**config.mk**
```make
export PLATFORM = sky130hd
export DESIGN_NAME = ufp_mul_arb
export DESIGN_NICKNAME = d
export VERILOG_FILES = /design/src/rtl/ufp_arb_pkg.sv /design/src/rtl/ufp_mul_pipe.sv /design/src/rtl/ufp_mul_arb.sv
export SDC_FILE = /design/constraint.sdc
export NUM_CORES = 1
export LEC_CHECK = 0
export CAP_MARGIN = 40
export CORE_MARGIN = 5
export CORE_UTILIZATION = 54
export CTS_CLUSTER_SIZE = 8
export DETAILED_ROUTE_END_ITERATION = 12
export PLACE_DENSITY = 0.81
export RECOVER_POWER = 25
export SLEW_MARGIN = 5
export SYNTH_ARGS = -nofsm -noshare
export SYNTH_HDL_FRONTEND = slang
export SYNTH_SLANG_ARGS = --single-unit
```
**constraint.sdc**
```tcl
create_clock -name clk -period 12.75 [get_ports clk]
set_input_delay 3.1875 -clock clk [delete_from_list [all_inputs] [get_ports clk]]
set_output_delay 3.1875 -clock clk [all_outputs]
set_load 0.03 [all_outputs]
```
**src/rtl/ufp_arb_pkg.sv**
```systemverilog
// Shared constants and result record for the arbitrated ufp multiplier.
package ufp_arb_pkg;

    localparam int unsigned N_DEF   = 4;
    localparam int unsigned WL_DEF  = 16;
    localparam int unsigned QW_DEF  = 8;
    localparam int unsigned LAT_DEF = 3;
    localparam int unsigned IDW_DEF = $clog2(N_DEF);

    typedef struct packed {
        logic [IDW_DEF-1:0] id;
        logic [WL_DEF-1:0]  data;
        logic               sat;
    } ufp_rsp_t;

endpackage

```
**src/rtl/ufp_mul_pipe.sv**
```systemverilog
// Rounding/saturating ufp multiplier; LAT-1 register stages, the result FIFO supplies the last.
module ufp_mul_pipe
    import ufp_arb_pkg::*;
#(
    parameter int unsigned WL  = WL_DEF,
    parameter int unsigned QW  = QW_DEF,
    parameter int unsigned LAT = LAT_DEF,
    parameter int unsigned IDW = IDW_DEF
) (
    input  logic           clk,
    input  logic           rst,
    input  logic           in_valid,
    input  logic [WL-1:0]  in_a,
    input  logic [WL-1:0]  in_b,
    input  logic [IDW-1:0] in_id,
    output logic           out_valid,
    output logic [IDW-1:0] out_id,
    output logic [WL-1:0]  out_data,
    output logic           out_sat
);

    localparam int unsigned PW = 2 * WL + 1;
    localparam int unsigned RW = PW - QW;
    localparam int unsigned S  = LAT - 1;

    logic [PW-1:0] prod;
    logic [RW-1:0] rnd;
    logic [WL-1:0] res_data;
    logic          res_sat;

    // Full product, round half up, then clamp to the word range.
    always_comb begin
        prod     = (PW'(in_a) * PW'(in_b)) + (PW'(1) << (QW - 1));
        rnd      = RW'(prod >> QW);
        res_sat  = |rnd[RW-1:WL];
        res_data = res_sat ? '1 : rnd[WL-1:0];
    end

    if (S == 0) begin : g_comb
        assign out_valid = in_valid;
        assign out_id    = in_id;
        assign out_data  = res_data;
        assign out_sat   = res_sat;
    end else begin : g_pipe
        logic [S-1:0]   vld;
        logic [S-1:0]   sat;
        logic [WL-1:0]  dat [S];
        logic [IDW-1:0] ids [S];

        always_ff @(posedge clk) begin
            if (rst) begin
                vld <= '0;
            end else begin
                vld[0] <= in_valid;
                for (int unsigned i = 1; i < S; i++) vld[i] <= vld[i-1];
            end
        end

        // Datapath carries no reset; only the valids qualify it.
        always_ff @(posedge clk) begin
            dat[0] <= res_data;
            ids[0] <= in_id;
            sat[0] <= res_sat;
            for (int unsigned i = 1; i < S; i++) begin
                dat[i] <= dat[i-1];
                ids[i] <= ids[i-1];
                sat[i] <= sat[i-1];
            end
        end

        assign out_valid = vld[S-1];
        assign out_id    = ids[S-1];
        assign out_data  = dat[S-1];
        assign out_sat   = sat[S-1];
    end

endmodule

```
**src/rtl/ufp_mul_arb.sv**
```systemverilog
// N-requester round-robin front end to one shared ufp multiplier, credit-gated
// so every accepted operation has a reserved slot in the show-ahead result FIFO.
module ufp_mul_arb
    import ufp_arb_pkg::*;
#(
    parameter int unsigned N   = N_DEF,
    parameter int unsigned WL  = WL_DEF,
    parameter int unsigned QW  = QW_DEF,
    parameter int unsigned LAT = LAT_DEF
) (
    input  logic                 clk,
    input  logic                 rst,
    input  logic [N-1:0]         req_valid,
    output logic [N-1:0]         req_ready,
    input  logic [N*WL-1:0]      req_a,
    input  logic [N*WL-1:0]      req_b,
    output logic                 rsp_valid,
    input  logic                 rsp_ready,
    output logic [$clog2(N)-1:0] rsp_id,
    output logic [WL-1:0]        rsp_data,
    output logic                 rsp_sat,
    output logic                 busy
);

    localparam int unsigned IDW = $clog2(N);
    localparam int unsigned D   = LAT + 1;
    localparam int unsigned CW  = $clog2(D + 1);
    localparam int unsigned AW  = $clog2(D);

    typedef struct packed {
        logic [IDW-1:0] id;
        logic [WL-1:0]  data;
        logic           sat;
    } rec_t;

    logic [CW-1:0]  credits;
    logic [IDW-1:0] prio;
    logic [IDW-1:0] gnt_idx;
    logic [IDW-1:0] scan_idx;
    logic           accept;
    logic           pop;

    logic           p_valid;
    logic [IDW-1:0] p_id;
    logic [WL-1:0]  p_data;
    logic           p_sat;

    rec_t           mem [D];
    rec_t           head;
    logic [AW-1:0]  wr_ptr;
    logic [AW-1:0]  rd_ptr;
    logic [CW-1:0]  count;

    // First valid requester at or after the priority pointer, only with a free credit.
    always_comb begin
        req_ready = '0;
        accept    = 1'b0;
        gnt_idx   = '0;
        scan_idx  = '0;
        if (credits != '0) begin
            for (int unsigned k = 0; k < N; k++) begin
                scan_idx = IDW'((32'(prio) + k) % N);
                if (!accept && req_valid[scan_idx]) begin
                    req_ready[scan_idx] = 1'b1;
                    accept              = 1'b1;
                    gnt_idx             = scan_idx;
                end
            end
        end
    end

    assign pop  = rsp_valid & rsp_ready;
    assign busy = credits < CW'(D);

    always_ff @(posedge clk) begin
        if (rst) begin
            credits <= CW'(D);
            prio    <= '0;
        end else begin
            if (accept && !pop)      credits <= credits - CW'(1);
            else if (pop && !accept) credits <= credits + CW'(1);
            if (accept) prio <= (gnt_idx == IDW'(N - 1)) ? '0 : gnt_idx + IDW'(1);
        end
    end

    ufp_mul_pipe #(
        .WL  (WL),
        .QW  (QW),
        .LAT (LAT),
        .IDW (IDW)
    ) u_pipe (
        .clk       (clk),
        .rst       (rst),
        .in_valid  (accept),
        .in_a      (req_a[gnt_idx*WL +: WL]),
        .in_b      (req_b[gnt_idx*WL +: WL]),
        .in_id     (gnt_idx),
        .out_valid (p_valid),
        .out_id    (p_id),
        .out_data  (p_data),
        .out_sat   (p_sat)
    );

    // Result FIFO control; occupancy count tells full from empty.
    always_ff @(posedge clk) begin
        if (rst) begin
            wr_ptr <= '0;
            rd_ptr <= '0;
            count  <= '0;
        end else begin
            if (p_valid) wr_ptr <= (wr_ptr == AW'(D - 1)) ? '0 : wr_ptr + AW'(1);
            if (pop)     rd_ptr <= (rd_ptr == AW'(D - 1)) ? '0 : rd_ptr + AW'(1);
            if (p_valid && !pop)      count <= count + CW'(1);
            else if (pop && !p_valid) count <= count - CW'(1);
        end
    end

    always_ff @(posedge clk) begin
        if (p_valid) mem[wr_ptr] <= '{id: p_id, data: p_data, sat: p_sat};
    end

    // Show-ahead head; outputs forced to zero while empty.
    assign head      = mem[rd_ptr];
    assign rsp_valid = (count != '0);
    assign rsp_id    = rsp_valid ? head.id   : '0;
    assign rsp_data  = rsp_valid ? head.data : '0;
    assign rsp_sat   = rsp_valid ? head.sat  : 1'b0;

    a_fifo_no_overflow: assert property (@(posedge clk) disable iff (rst)
        !(p_valid && (count == CW'(D)) && !pop))
        else $error("ufp_mul_arb: write to full result FIFO");

endmodule
```
Word level (Yosys, flattened, before mapping) --
Memories as Yosys holds them, arrays and structs flattened. A register that Yosys moved wholly into a read port is not among the register bits. Cells that the tools add are included.
Word-level totals: register bits after elaboration 16, RAM bits 112, input bits 135, output and inout port bits 25, word-level logic and storage cells 114, memories kept 3
Operators by class: add/sub/neg operators 11, multipliers 1, magnitude comparators 9, equal/unequal tests 3, shift-type cells 2, muxes and demuxes 52, bitwise logic cells 4, reduce and logical (&&, ||, !) cells 22
Memories:
- mem | words 4, width 19, rd ports 1, clocked after Yosys merged registers in 1, write ports 1, RTL line ufp_mul_arb.sv:48 | rec_t mem [D];
- u_pipe.g_pipe.dat | words 2, width 16, rd ports 2, clocked after Yosys merged registers in 0, write ports 2, RTL line ufp_mul_pipe.sv:47 | logic [WL-1:0] dat [S];
- u_pipe.g_pipe.ids | words 2, width 2, rd ports 2, clocked after Yosys merged registers in 0, write ports 2, RTL line ufp_mul_pipe.sv:48 | logic [IDW-1:0] ids [S];
Operator list (number):
- indexed part select 64 x 7 -> 16 bit | 2
- adder 32 x 8 -> 33 bit, second input constant | 1
- multiplier 16 x 16 -> 32 bit | 1
- two-way mux 16 bit | 2
- two-way mux 4 bit | 8
- two-way mux 2 bit | 11
- two-way mux 1 bit | 19
- < comparator 2 x 3 -> 1 bit, second input constant | 4
- two-way mux 3 bit | 4
- bitwise OR 4 bit | 3
- logical AND 1 bit | 11
- OR reduction 9 bit | 1
- adder 2 x 1 -> 2 bit, second input constant | 4
- binary-select mux 1 bit (select 2 bit) | 4
- demux 1 bit (select 2 bit) | 4
- greater-or-equal comparator 2 x 1 -> 1 bit, second input constant | 4
- adder 3 x 1 -> 3 bit, second input constant | 2
- == test 2 bit, second input constant | 3
- logical NOT 1 bit | 6
- nonzero test 3 bit | 2
- subtractor 3 x 1 -> 3 bit, second input constant | 2
- adder 2 bit, second input constant | 2
- nonzero test 2 bit | 2
- < comparator 3 bit, second input constant | 1
- AND 1 bit | 1

Depth between registers and ports, before layout --
Gate-level depths: netlist of run 1.
depth after elaboration 21, gate-level depth with buffers 43, gate-level depth less buffers 37

Cells and area by module --
Synthesis of run 1 repeated with hierarchy kept, for this count alone.
Unflattened totals: cells, all modules 1717, area total of the unflattened synthesis 16415.7 um^2
By module, submodules not included:
- ufp_mul_pipe | instances 1, cells each 1146, area an instance 10198.5 um^2, sequential area each 800.8 um^2
- ufp_mul_arb | instances 1, cells each 571, area an instance 6217.2 um^2, sequential area each 2562.5 um^2

Least setup slack after synthesis of run 1 --
Ideal clock, no wire load.
path type input to register, start input port req_valid[1], end memory u_pipe.g_pipe.dat[0][6] in the netlist's numbering, library setup time 0.115 ns, arrival time 12.276 ns, required time 12.635 ns, path slack 0.360 ns, stages on the path 32, buffers on the path 7, cell sequence clkbuf_2 -> mux4_2 -> a211o_1 -> a31oi_1 -> buf_4 -> buf_1 -> buf_1 -> mux2i_1 -> clkbuf_1 -> nand2_1 -> fa_1 -> fa_1 -> fa_1 -> inv_1 -> fa_1 -> fa_1 -> inv_1 -> fa_1 -> inv_1 -> ha_1 -> clkbuf_1 -> nand2_1 -> or3_1 -> nor4_1 -> a221oi_1 -> nand3b_1 -> o21ai_0 -> or4_1 -> a2111o_1 -> nor4_4 -> buf_6 -> nand2_1
RTL lines:
- start: declaration | RTL line ufp_mul_arb.sv:13 | input logic [N-1:0] req_valid,
- end: declaration | RTL line ufp_mul_pipe.sv:47

Worst setup path after layout of run 1 --
start input port req_valid[2], end register u_pipe.g_pipe.sat[0]
Between the ends: longest elaborated chain between the ends 20, elaborated cells on any way between the ends 30, those cells by class add/sub (1); mul (1); shift (2); mux (19); reduce/logical (7)
Ends and longest elaborated chain:
- binary-select mux 1 bit (select 2 bit) | RTL line ufp_mul_arb.sv:63 | if (!accept && req_valid[scan_idx]) begin
- two-way mux 1 bit (not written as such) | RTL line ufp_mul_arb.sv:63
- two-way mux 1 bit | RTL line ufp_mul_arb.sv:63
- two-way mux 1 bit | RTL line ufp_mul_arb.sv:60 | if (credits != '0) begin
- logical NOT 1 bit | RTL line ufp_mul_arb.sv:63
- logical AND 1 bit | RTL line ufp_mul_arb.sv:63
- two-way mux 1 bit | RTL line ufp_mul_arb.sv:63
- two-way mux 1 bit | RTL line ufp_mul_arb.sv:60
- [5 not listed]
- logical AND 1 bit | RTL line ufp_mul_arb.sv:63
- two-way mux 2 bit * | RTL line ufp_mul_arb.sv:63
- two-way mux 2 bit * | RTL line ufp_mul_arb.sv:60
- indexed part select 64 x 7 -> 16 bit (on tied branches) | RTL line ufp_mul_arb.sv:95, ufp_mul_arb.sv:96
- multiplier 16 x 16 -> 32 bit * | RTL line ufp_mul_pipe.sv:33 | prod = (PW'(in_a) * PW'(in_b)) + (PW'(1) << (QW - 1));
- adder 32 x 8 -> 33 bit * | RTL line ufp_mul_pipe.sv:33
- OR reduction 9 bit * | RTL line ufp_mul_pipe.sv:35 | res_sat = |rnd[RW-1:WL];
- net u_pipe.res_sat | RTL line ufp_mul_pipe.sv:29 | logic res_sat;
- end signal: assignment | RTL line ufp_mul_pipe.sv:63 | sat[0] <= res_sat;
- end signal: indexed assignment | RTL line ufp_mul_pipe.sv:67 | sat[i] <= sat[i-1];
- end: declaration | RTL line ufp_mul_pipe.sv:46 | logic [S-1:0] sat;
The timed path passes the listed nets; every way through them passes the cells marked *. The select of a mux whose other input is x is not followed. A chain may end at the register's enable or synchronous reset.

==> results.sh, run 1 <==
export IMPL_initial_core_util_pct=54.5
export IMPL_fin_skew_ps=9.79
export IMPL_place_area_mm2=0.0179
export IMPL_cts_buffers_inserted=17
export IMPL_clk_latency_ps=420
export IMPL_root_buffer="clkbuf_16"
export IMPL_synthCells=1639
export IMPL_status="complete, no violations"
export IMPL_core_area_mm2=0.0285
export IMPL_cp_endpoint="u_pipe.g_pipe.sat[0]"
export IMPL_grt_usage_pct=26.5
export IMPL_cp_data_arrival_time_ps=12520
export IMPL_htree_levels=4
export IMPL_ys_types=73
export IMPL_fin_util_pct=64.7
export IMPL_synth_seq_cells=130
export IMPL_die_x_um=180
export IMPL_hold_viol_final=0
export IMPL_setup_viol=0
export IMPL_hpwl_um=34300
export IMPL_tightestPinTransition_ps=835
export IMPL_hold_path_class="register to register"
export IMPL_rr_startpoint="prio[0]"
export IMPL_synth_area_leader_cell="fa_1"
export IMPL_gp_congestion=0.968
export IMPL_synth_avg_cell_area_um2=9.49
export IMPL_postCtsHoldBufs=0
export IMPL_synth_area_top_cells="fa_1 25%, edfxtp_1 15%, ha_1 11%"
export IMPL_dieArea_mm2=0.0323
export IMPL_routedWlPerCell_um=19.2
export IMPL_synth_edf_count=76
export IMPL_path_max_fanout=41
export IMPL_worstReg2RegEnd="u_pipe.g_pipe.sat[0]"
export IMPL_slowest_delay_ps=620
export IMPL_slowest_stage="mux4_2"
export IMPL_num_nets_final=2273
export IMPL_syn2layout_area_growth_pct=18.7
export IMPL_grt_antenna_before_repair=0
export IMPL_worstPathRequired_ps=13040
export IMPL_grt_overflow=0
export IMPL_postSynth_asyncResetShare_pct=0
export IMPL_endpoint_kind="register"
export IMPL_synth_warnings=0
export IMPL_critPathLaunchType="input port"
export IMPL_grt_setup_unrepaired="no"
export IMPL_wl_um=42400
export IMPL_drive_gt1_share_pct=9.22
export IMPL_num_antenna_cells=0
export IMPL_grt_pass1_wl_um=69000
export IMPL_ys_flop_type="edfxtp_1"
export IMPL_maxSlewHeadroom_pct=42.7
export IMPL_grt_pass1_vias=13179
export IMPL_final_cell_area_mm2=0.0185
export IMPL_cap_viol_max_count=0
export IMPL_n_fill_cell=2303
export IMPL_cts_path_max_buffers=2
export IMPL_drtPass1Iterations=5
export IMPL_fin_ws_ps=523
export IMPL_final_antenna_net_count=0
export IMPL_netlist_area_mm2=0.0155
export IMPL_ys_seq_area_share_pct=21.6
export IMPL_path_clk_slew_ps=60
export IMPL_final_common_cell="inv_1"
export IMPL_chipHeight_um=180
export IMPL_period_share_pct=95.9
export IMPL_synthesis_nets=2102
export IMPL_final_cell_mix="284 x inv_1, 197 x fa_1, 188 x nor2_1"
export IMPL_clock_sinks=130
export IMPL_clock_fmax_mhz=81.8
export IMPL_io_pins=160
export IMPL_path_class="input port to register"
export IMPL_cts_tree="done"
export IMPL_grt_max_degree=48
export IMPL_post_route_min_period_ps=12230
export IMPL_drt_iter0_markers=921
export IMPL_rows=62
export IMPL_drc=0
export IMPL_reg2regPathDepth=29
export IMPL_reg2reg_setup_slack_ps=2230
export IMPL_synth_top_cell_area_share_pct=25.4
export IMPL_vias=12466
export IMPL_crit_start="req_valid[2]"
export IMPL_post_drt_via_cell_ratio=5.65
export IMPL_io_buffers=159
export IMPL_crit_top_cell="fa_1"
export IMPL_place_ws_ps=-57.7
export IMPL_drv_slew=0
critical path, delay by kind of cell:
family	cells	cell delay (ps)
and+or+nand+nor	4	990
muxes	2	1090
AOI/OAI and AO/OA	9	2430
adders and majority gates	7	3240
buffers and inverters	6	1540
registers in the layout (all words and copies together), names as in the netlist, named ones only:
name	cells
rd_ptr	2
wr_ptr	2
u_pipe.g_pipe.vld	2
u_pipe.g_pipe.ids	4
count	3
prio	2
u_pipe.g_pipe.dat	32
u_pipe.g_pipe.sat	2
credits	3
mem	76
logic make-up (layout without fill, tap and decap cells):
kind of cell / count (synthesis) / in the layout / share of synthesized area (%)
buffers and inverters: 353 / 537 / 8.87
multiplexers: 128 / 128 / 10.3
flip-flops: 130 / 130 / 21.6
AO/OA/AOI/OAI: 173 / 173 / 7.42
AND/OR/NAND/NOR: 502 / 502 / 14.4
XOR/XNOR: 25 / 25 / 1.46
adder cells (fa/ha/maj): 328 / 328 / 35.9
layer usage:
metal | part of all wire, % | up-vias | track usage [%]
met5 | 0 | - | 0
met4 | 3.0 | 0 | 8.59
met3 | 5.8 | 94 | 2.65
met2 | 51 | 464 | 46.8
met1 | 40 | 6228 | 34.5
li1 | - | 5680 | -
metrics by stage:
| step | instances | TNS (ps) | hold slack [ps] |
|---|---|---|---|
| floorplan | 1639 | 0 | 310 |
| global placement | 2169 | 0 | 310 |
| detailed placement | 2175 | -530 | 312 |
| CTS | 2207 | 0 | 327 |
| global route | 2207 | 0 | 334 |
| finish | 2207 | 0 | 327 |
timing repair:
item	4_1_cts	5_1_grt
setup buffers	0	0
gates resized for setup	0	6
setup endpoints to repair	0	17
cell usage after synthesis, types with 2 or more instances:
master,number
or3_1,8
a41o_1,2
mux2i_1,76
or2_2,6
xnor2_1,11
o41a_1,2
a22oi_1,4
xor2_1,13
and3_1,3
and4_1,4
nand3b_1,5
a221oi_1,7
o21ai_0,35
nor3_1,12
buf_6,5
nand3_1,14
a21boi_0,3
nor2_1,188
mux4_2,23
clkbuf_1,47
nor2b_1,3
a311oi_1,2
nor4_1,5
a21o_1,19
or3b_2,2
and2_1,37
a32oi_2,2
edfxtp_1,76
a21oi_1,50
mux2_1,2
inv_1,284
dfxtp_1,54
o21bai_1,10
o22ai_1,2
nand2_1,179
mux2_2,27
nand4_1,16
buf_2,8
buf_1,6
fa_1,197
ha_1,131
a211o_1,2
nand2b_1,12
a31oi_1,11
o21ai_1,6
cell type report:
cell class	instances	area [um^2]	share of cell area, %
sequential	130	3360	18.2
clock inverter	15	144	0.779
tap	384	480	2.60
inverter	285	1070	5.80
timing repair buffer	220	2120	11.5
multi-input combinational	1156	10900	58.8
clock buffer	17	425	2.30
worst min path at each step:
stage / from / end / slack (ps) / cells past startpoint
floorplan: u_pipe.g_pipe.dat[0][0] / u_pipe.g_pipe.dat[0][16] / 310 / 0
global placement: u_pipe.g_pipe.sat[0] / u_pipe.g_pipe.sat[1] / 310 / 0
detailed placement: u_pipe.g_pipe.dat[0][5] / u_pipe.g_pipe.dat[0][21] / 310 / 0
CTS: u_pipe.g_pipe.dat[0][9] / u_pipe.g_pipe.dat[0][25] / 330 / 0
global route: u_pipe.g_pipe.dat[0][11] / u_pipe.g_pipe.dat[0][27] / 330 / 0
finish: u_pipe.g_pipe.dat[0][4] / u_pipe.g_pipe.dat[0][20] / 330 / 0
Power of run 1 is left out: the tool's default activity adds up to more than one toggle a clock period on the data nets, which glitch-free logic cannot reach.
==> inputs of run 2 (changes only) <==
- SKIP_CTS_REPAIR_TIMING: not set -> 1
==> results of run 2 <==
Same layout as run 1: the final DEF is identical, and so are final timing and power.
Power of run 2 is left out for the same reason.
==> inputs of run 3 (changes only) <==
- ABC_AREA: not set -> 1
==> results.sh, run 3 <==
export IMPL_status="complete, no violations"
export IMPL_n_fill_cell=2438
export IMPL_io_pins=160
export IMPL_clock_fmax_mhz=84.3
export IMPL_endpoint_kind="register"
export IMPL_num_nets_final=2539
export IMPL_drive_gt1_share_pct=7.66
export IMPL_drc=0
export IMPL_wl_um=41700
export IMPL_cts_tree="done"
export IMPL_gp_congestion=1.04
export IMPL_setup_viol=0
export IMPL_cts_buffers_inserted=17
export IMPL_initial_core_util_pct=54.4
export IMPL_rr_startpoint="prio[0]"
export IMPL_final_cell_mix="423 x inv_1, 365 x nor2_1, 244 x nand2_1"
export IMPL_die_x_um=180
export IMPL_post_drt_via_cell_ratio=5.40
export IMPL_ys_flop_type="edfxtp_1"
export IMPL_post_route_min_period_ps=11870
export IMPL_path_class="input port to register"
export IMPL_drtPass1Iterations=6
export IMPL_cts_path_max_buffers=2
export IMPL_worstReg2RegEnd="u_pipe.g_pipe.dat[0][2]"
export IMPL_cap_viol_max_count=0
export IMPL_grt_usage_pct=26.3
export IMPL_largest_register="mem"
export IMPL_worstPathRequired_ps=13010
export IMPL_hold_viol_final=0
export IMPL_synth_edf_count=76
export IMPL_drt_iter0_markers=967
export IMPL_chipHeight_um=180
export IMPL_cp_data_arrival_time_ps=12130
export IMPL_largest_reg_flops=76
export IMPL_syn2layout_area_growth_pct=17.1
export IMPL_cpLargestDelayFamily="adder cells"
export IMPL_io_buffers=159
export IMPL_final_common_cell="inv_1"
export IMPL_whs_path_depth=0
export IMPL_root_buffer="clkbuf_16"
export IMPL_rows=62
export IMPL_path_max_fanout=61
export IMPL_synth_top_cell_area_share_pct=25.4
export IMPL_synth_seq_cells=130
export IMPL_setup_tns_ps=0
export IMPL_synth_area_top_cells="fa_1 25%, edfxtp_1 15%, ha_1 11%"
export IMPL_grt_setup_unrepaired="no"
export IMPL_reg2regPathDepth=33
export IMPL_routedWlPerCell_um=16.9
export IMPL_hpwl_um=33500
export IMPL_hold_end="u_pipe.g_pipe.dat[0][17]"
export IMPL_slowest_stage="a32oi_1"
export IMPL_grt_overflow=0
export IMPL_synthCells=1922
export IMPL_htree_levels=4
export IMPL_clk_latency_ps=420
export IMPL_reg2reg_setup_slack_ps=3040
export IMPL_clock_sinks=130
export IMPL_path_buf_inv=6
export IMPL_synth_area_leader_cell="fa_1"
export IMPL_ys_types=50
export IMPL_yosysMostFrequentCell="inv_1"
export IMPL_postSynth_asyncResetShare_pct=0
export IMPL_grt_antenna_before_repair=0
export IMPL_period_share_pct=93.1
export IMPL_path_clk_slew_ps=60
export IMPL_grt_pass1_vias=14139
export IMPL_vias=13358
export IMPL_slowest_delay_ps=800
export IMPL_drv_slew=0
export IMPL_synthesis_nets=2385
export IMPL_ys_top_cells_by_count="423 x inv_1, 365 x nor2_1, 244 x nand2_1, 197 x fa_1, 131 x ha_1"
export IMPL_fin_skew_ps=16.2
export IMPL_maxSlewHeadroom_pct=28.6
export IMPL_critPathLaunchType="input port"
export IMPL_netlist_area_mm2=0.0155
export IMPL_grt_pass1_wl_um=69900
export IMPL_tightestPinTransition_ps=1070
export IMPL_dieArea_mm2=0.0323
export IMPL_hold_path_class="register to register"
export IMPL_core_area_mm2=0.0285
export IMPL_min_from="u_pipe.g_pipe.dat[0][1]"
export IMPL_final_antenna_net_count=0
export IMPL_grt_max_degree=64
export IMPL_synth_avg_cell_area_um2=8.08
export IMPL_ys_seq_area_share_pct=21.6
export IMPL_num_antenna_cells=0
export IMPL_synth_warnings=0
export IMPL_reg_largest_list="mem x76, u_pipe.g_pipe.dat x32, u_pipe.g_pipe.ids x4"
[run 3: cell count changes after synthesis, sizes merged, moves of 24 or more]
cell,before,now
a21oi,50,74
inv,284,432
a32oi,2,28
mux2,29,0
nand2,179,270
nand3,14,62
nor2,188,372
mux2i,76,0
o21ai,41,74
and2,37,0
[run 3: cells by family (layout without fill, tap and decap cells)]
family                   count (synthesis)  count (layout)  share of synthesized area [%]
AO/OA/AOI/OAI                          204             204                           8.13
adder cells (fa/ha/maj)                328             328                           35.9
flip-flops                             130             130                           21.6
XOR/XNOR                                16              16                          0.902
AND/OR/NAND/NOR                        751             751                           21.2
buffers and inverters                  493             660                           12.2
[run 3: how the worst max path moves through the flow]
stage          cells after the start    startpoint  slack [ps]                       to
4_1_cts                           34  req_valid[1]        1010  u_pipe.g_pipe.dat[0][5]
2_1_floorplan                     39  req_valid[3]        2450  u_pipe.g_pipe.dat[0][6]
6_report                          34  req_valid[1]         880  u_pipe.g_pipe.dat[0][2]
3_3_place_gp                      34  req_valid[1]         900  u_pipe.g_pipe.dat[0][5]
5_1_grt                           37  req_valid[1]         350  u_pipe.g_pipe.dat[0][5]
3_5_place_dp                      37  req_valid[1]         600  u_pipe.g_pipe.dat[0][5]
[run 3: metal layers]
layer / GRT usage (%) / routed length, um
met3: 4.00 / 3190
met2: 45.8 / 20700
met5: 0 / 0
met4: 10.3 / 1710
met1: 33.2 / 16100
[run 3: final cells by class]
class	count	area [um^2]	share of cell area (%)
multi-input cells	1299	10300	56.5
flip-flops and latches	130	3360	18.5
repair buffers	191	1860	10.2
inverters	437	1650	9.06
well taps	384	480	2.64
clock buffers	17	425	2.34
clock inverters	15	141	0.777
[run 3: metrics by stage]
step	hold slack [ps]	util (%)	instance area, um^2	std cells	setup slack (ps)
global placement	313	61.6	17600	2439	899
detailed placement	314	61.8	17600	2441	604
global route	335	63.7	18200	2473	355
floorplan	310	-	15500	1922	2450
finish	326	63.7	18200	2473	881
CTS	326	63.7	18200	2473	1010
Power of run 3 is left out for the same reason.
